[src/rtl/contador_pkg.sv]
// Shared types and helpers for the loadable counter: FSM state encoding, default width and the
// next-count function used by the counter datapath.
package contador_pkg;

  localparam int unsigned CNT_W = 4;

  typedef enum logic [1:0] {
    StIdle = 2'b00,
    StRun  = 2'b01,
    StDone = 2'b10
  } state_e;

  // Next count for an enabled edge; terminal value is maxv going up, 0 going down.
  function automatic logic [31:0] next_val(input logic [31:0] q, input logic up,
                                           input logic [31:0] maxv, input logic wrap);
    logic [31:0] r;
    r = q;
    if (up) begin
      if (q == maxv) r = wrap ? 32'd0 : maxv;
      else           r = q + 32'd1;
    end else begin
      if (q == 32'd0) r = wrap ? maxv : 32'd0;
      else            r = q - 32'd1;
    end
    return r;
  endfunction

endpackage

[src/rtl/tc_detect.sv]
// Terminal-count compare: flags q at MAXV when counting up, or at 0 when counting down.
module tc_detect #(
  parameter int unsigned W    = 4,
  parameter int unsigned MAXV = (1 << W) - 1
) (
  input  logic [W-1:0] q_i,
  input  logic         up_i,
  output logic         at_term_o
);

  localparam logic [W-1:0] MaxQ = W'(MAXV);

  always_comb begin
    at_term_o = up_i ? (q_i == MaxQ) : (q_i == '0);
  end

endmodule

[src/rtl/contador_carga.sv]
// Loadable W-bit counter with enable, terminal-count pulse and IDLE/RUN/DONE tracking.
// Define CONTADOR_UPDOWN_EN to add the "up_i" direction input (down-counting terminates at 0).
module contador_carga
  import contador_pkg::*;
#(
  parameter int unsigned W    = CNT_W,
  parameter bit          WRAP = 1'b1,
  parameter int unsigned MAXV = (1 << W) - 1
) (
  input  logic         clk_i,
  input  logic         rst_ni,
  input  logic         e_i,
  input  logic         load_i,
  input  logic [W-1:0] data_i,
`ifdef CONTADOR_UPDOWN_EN
  input  logic         up_i,
`endif
  output logic [W-1:0] q_o,
  output logic         tc_o,
  output logic         busy_o,
  output logic         done_o
);

  localparam logic [W-1:0] MaxQ = W'(MAXV);

  state_e       state_q, state_d;
  logic [W-1:0] q_q, q_d;
  logic         tc_q, tc_d;
  logic         dir;
  logic         at_term;

`ifdef CONTADOR_UPDOWN_EN
  assign dir = up_i;
`else
  assign dir = 1'b1;
`endif

  tc_detect #(
    .W    (W),
    .MAXV (MAXV)
  ) u_tc_detect (
    .q_i       (q_q),
    .up_i      (dir),
    .at_term_o (at_term)
  );

  always_comb begin
    state_d = state_q;
    q_d     = q_q;
    tc_d    = 1'b0;
    if (load_i) begin
      // Loads above the terminal value are clamped so q never exceeds MAXV.
      q_d     = (data_i > MaxQ) ? MaxQ : data_i;
      state_d = StIdle;
    end else begin
      unique case (state_q)
        StIdle, StRun: begin
          if (e_i) begin
            q_d = W'(next_val(32'(q_q), dir, MAXV, WRAP));
            if (at_term) begin
              tc_d    = 1'b1;
              state_d = WRAP ? StRun : StDone;
            end else begin
              state_d = StRun;
            end
          end else begin
            state_d = StIdle;
          end
        end
        StDone: begin
          state_d = StDone;
        end
        default: begin
          state_d = StIdle;
        end
      endcase
    end
  end

  always_ff @(posedge clk_i or negedge rst_ni) begin
    if (!rst_ni) begin
      state_q <= StIdle;
      q_q     <= '0;
      tc_q    <= 1'b0;
    end else begin
      state_q <= state_d;
      q_q     <= q_d;
      tc_q    <= tc_d;
    end
  end

  assign q_o    = q_q;
  assign tc_o   = tc_q;
  assign busy_o = (state_q == StRun);
  assign done_o = (state_q == StDone);

endmodule

[config.mk]
export PLATFORM = sky130hd
export DESIGN_NAME = contador_carga
export DESIGN_NICKNAME = d
export VERILOG_FILES = /design/src/rtl/contador_pkg.sv /design/src/rtl/tc_detect.sv /design/src/rtl/contador_carga.sv
export SDC_FILE = /design/constraint.sdc
export NUM_CORES = 1
export LEC_CHECK = 0
export ABC_AREA = 0
export CAP_MARGIN = 15
export CELL_PAD_IN_SITES_DETAIL_PLACEMENT = 0
export CELL_PAD_IN_SITES_GLOBAL_PLACEMENT = 2
export CORE_MARGIN = 2
export CORE_UTILIZATION = 22
export CTS_BUF_LIST = sky130_fd_sc_hd__clkbuf_8
export CTS_CLUSTER_SIZE = 10
export DETAILED_ROUTE_END_ITERATION = 8
export GPL_ROUTABILITY_DRIVEN = 0
export PLACE_DENSITY = 0.71
export SETUP_SLACK_MARGIN = 0.02
export SLEW_MARGIN = 10
export SYNTH_ARGS = -nofsm -noshare
export SYNTH_HDL_FRONTEND = slang
export SYNTH_SLANG_ARGS = --single-unit
[constraint.sdc]
create_clock -name clk_i -period 1.3 [get_ports clk_i]
set_clock_uncertainty 0.05 [all_clocks]
set_input_delay 0.39 -clock clk_i [delete_from_list [all_inputs] [get_ports clk_i]]
set_output_delay 0.39 -clock clk_i [all_outputs]
set_load 0.05 [all_outputs]
==> run metrics <==
Slowest cell on crit path=dfrtp_1; number of warning messages in the yosys log=0; Synth cell types=21; WS Path Type=flip-flop to output port; share of the synthesized area in the top cell type=48.4%; Worst IR Drop VDD=0.564 mV; die outline height=44.5 um; violated checks=negative setup slack; pwr dens=1140 nW/um^2; Max Root-Sink Buffers=2; antenna cells=0; kind of cell adding the most delay to the critical path=flip-flops; worst slew pin tran=0.310 ns; post-placement worst setup slack=-0.438 ns; number of buffers created by CTS=3; Detailed Place HPWL=661 um; post-layout minimum cycle time=1.43 ns; area growth from synthesis to layout=102%; IO Pins=15; drt wl/cell=11.3 um; cell area after synthesis=362 um^2; layout net count=70; Critical path buffers and inverters=1; proportion of power drawn by flip-flops and latches=31.6%; final cell area excluding filler cells=729 um^2; total area of multi-input combinational cells=194 um^2; design internal power=0.593 mW; wire length of the first global-routing pass=1350 um; Routed Antenna Nets=0; via count normalized by instance count=4.47; FF+latch count, synth=7; tightest slew margin relative to the limit=79.3%; Max H-tree Level=1; CTS tree=done; fraction of final layout cells sized beyond drive strength 1=48.3%; Net Count, Synth=44; switching portion of total power=29.0%; cell-by-cell trace of the critical path=and2b_1, buf_12; Highest Clock Rate=0.699 GHz; part of the total power dissipated in combinational logic=33.2%; maximum fanout along the worst path=4; Final Setup Violations=5; nature of the critical path endpoint=output port; biggest area consumer among synthesized cells=dfrtp_1; worst hold path type=input pin to async pin; Maximum Capacitance Violations=0; number of detailed-routing iterations run before antenna repair=4; count of unresolved DRC violations after routing=0; storage element area=180 um^2; final worst-path setup slack=-0.130 ns; RSZ-0062 raised after global routing=yes; clock network power share=35.2%; arrival time at the worst endpoint=0.99 ns; total of buffers placed on input and output ports=14; global-route total usage across every layer=9.50%; overflow left after global routing=0; register area share after synthesis=48.4%; pin count of the biggest net entering global routing=10; critical path data required time=0.86 ns; post-synthesis average cell area=10.3 um^2; area of the die=1980 um^2; initial cell density of the core=23.7%; share of the clock period used by the worst path=110%; run status=complete, but fails checks; Iteration-0 DRC Markers=4; initial antenna violation count=0; clock sink count=7; Switching Power=0.242 mW; critical path's largest stage delay=0.39 ns; number of global-route vias before repair=339; Placement Rows=14; count of filler cells inserted in the layout=140; Die W=44.5 um; insertion delay to the later sink of the worst-skew pair=0.22 ns; final-report hold violation count=0; master cell of the clock root buffer=clkbuf_8; final slew viol count=0; Core Box Area=1520 um^2; Post-Syn Instances=35; leading post-synthesis cells by cell area=dfrtp_1 (48%), nor2b_1 (5.2%), o31a_1 (4.8%), a21oi_1 (4.2%), nand2b_4 (3.8%); placed inst area=632 um^2; final wirelength=858 um; CP startpoint kind=flip-flop; via count=340; leakage power of the design=0.325 nW; Clk pin slew, worst setup/hold paths=0.04 ns
==> placed cells by master (no fill, tap or decap), types with 2 or more instances in the layout <==
cell	count
inv_1	2
dfrtp_1	3
o31a_1	2
nand2_1	3
clkdlybuf4s50_1	5
o21ai_0	2
buf_12	7
buf_6	2
a21oi_1	2
nor2b_1	2
clkbuf_8	3
dfrtp_2	4
buf_4	7
==> logic make-up (layout without fill, tap and decap cells) <==
kind of cell	count (synthesis)	count (layout)	synth area share, %
xor gates and xnor gates	1	1	2.42
buffers and inverters	3	28	5.19
adders and majority gates	1	1	3.46
AOI/OAI and AO/OA	7	7	11.8
and+or+nand+nor	15	15	26.0
muxes	1	1	2.77
DFF	7	7	48.4
==> layer usage <==
metal	up-vias	global-route usage [%]	wire length [um]
li1	171	-	-
met2	7	15.4	441
met1	162	10.5	374
met5	-	0	0
met3	0	2.45	42
met4	0	7.27	0
==> state kept, by name, summed over array words and instances, names as in the netlist <==
register,flops
tc_o,1
state_q,2
q_o,4
==> worst paths after layout <==
kind,from,slack (ns),cells past startpoint,to
max,state_q[1],-0.13,2,busy_o
min,rst_ni,0.37,1,q_o[3]
max reg2reg,state_q[1],-0.01,4,q_o[3]
min reg2reg,state_q[0],0.52,2,state_q[1]
max in group asynchronous,rst_ni,0.57,1,q_o[2]
min in group clk_i,state_q[0],0.52,2,state_q[1]
==> stage by stage <==
stage               power (mW)  hold WS (ns)  util (%)  setup TNS, ns  instances
finish                   0.835         0.374      47.9         -0.371         76
global route             0.877         0.393      47.9         -0.557         76
CTS                      0.841         0.376      46.6         -0.415         75
detailed placement       0.521         0.516      41.5          -1.69         68
global placement         0.516         0.506      41.5          -1.48         68
floorplan                0.381        0.0444         -         -0.287         35
==> synth_stat cells, drive strengths merged <==
cell type,number
dfrtp,7
or3b,1
ha,1
nand2,3
a21oi,3
nand2b,2
inv,1
nand3b,1
o21ai,2
and2b,1
mux2i,1
nand3,1
o31a,2
nor2,1
nor2b,3
clkbuf,1
xnor2,1
nor3,1
nor4,1
buf,1
==> power groups by stage <==
stage | clock network (mW) | registers (mW) | logic (mW)
final | 0.294 | 0.264 | 0.277
after global routing | 0.317 | 0.267 | 0.293
after CTS | 0.303 | 0.263 | 0.274
after detailed placement | 0 | 0.264 | 0.257
after global placement | 0 | 0.263 | 0.253
after floorplan | 0 | 0.315 | 0.0658
==> layout make-up <==
| cell class | instances | area share [%] |
|---|---|---|
| Clock inverter | 1 | 0.515 |
| Sequential cell | 7 | 24.7 |
| Timing Repair Buffer | 23 | 39.3 |
| Inverter | 1 | 0.515 |
| Tap cell | 16 | 2.74 |
| Multi-Input combinational cell | 25 | 26.6 |
| Clock buffer | 3 | 5.66 |
==> repair_timing <==
item / CTS / global route
pin swaps: 2 / 0
resized for setup: 4 / 5
setup buffers: 3 / 1
setup endpoints to repair: 7 / 9
gates cloned: 0 / 0
hold buffers: 0 / 0
Note: power is estimated with default switching activity, not from simulation.
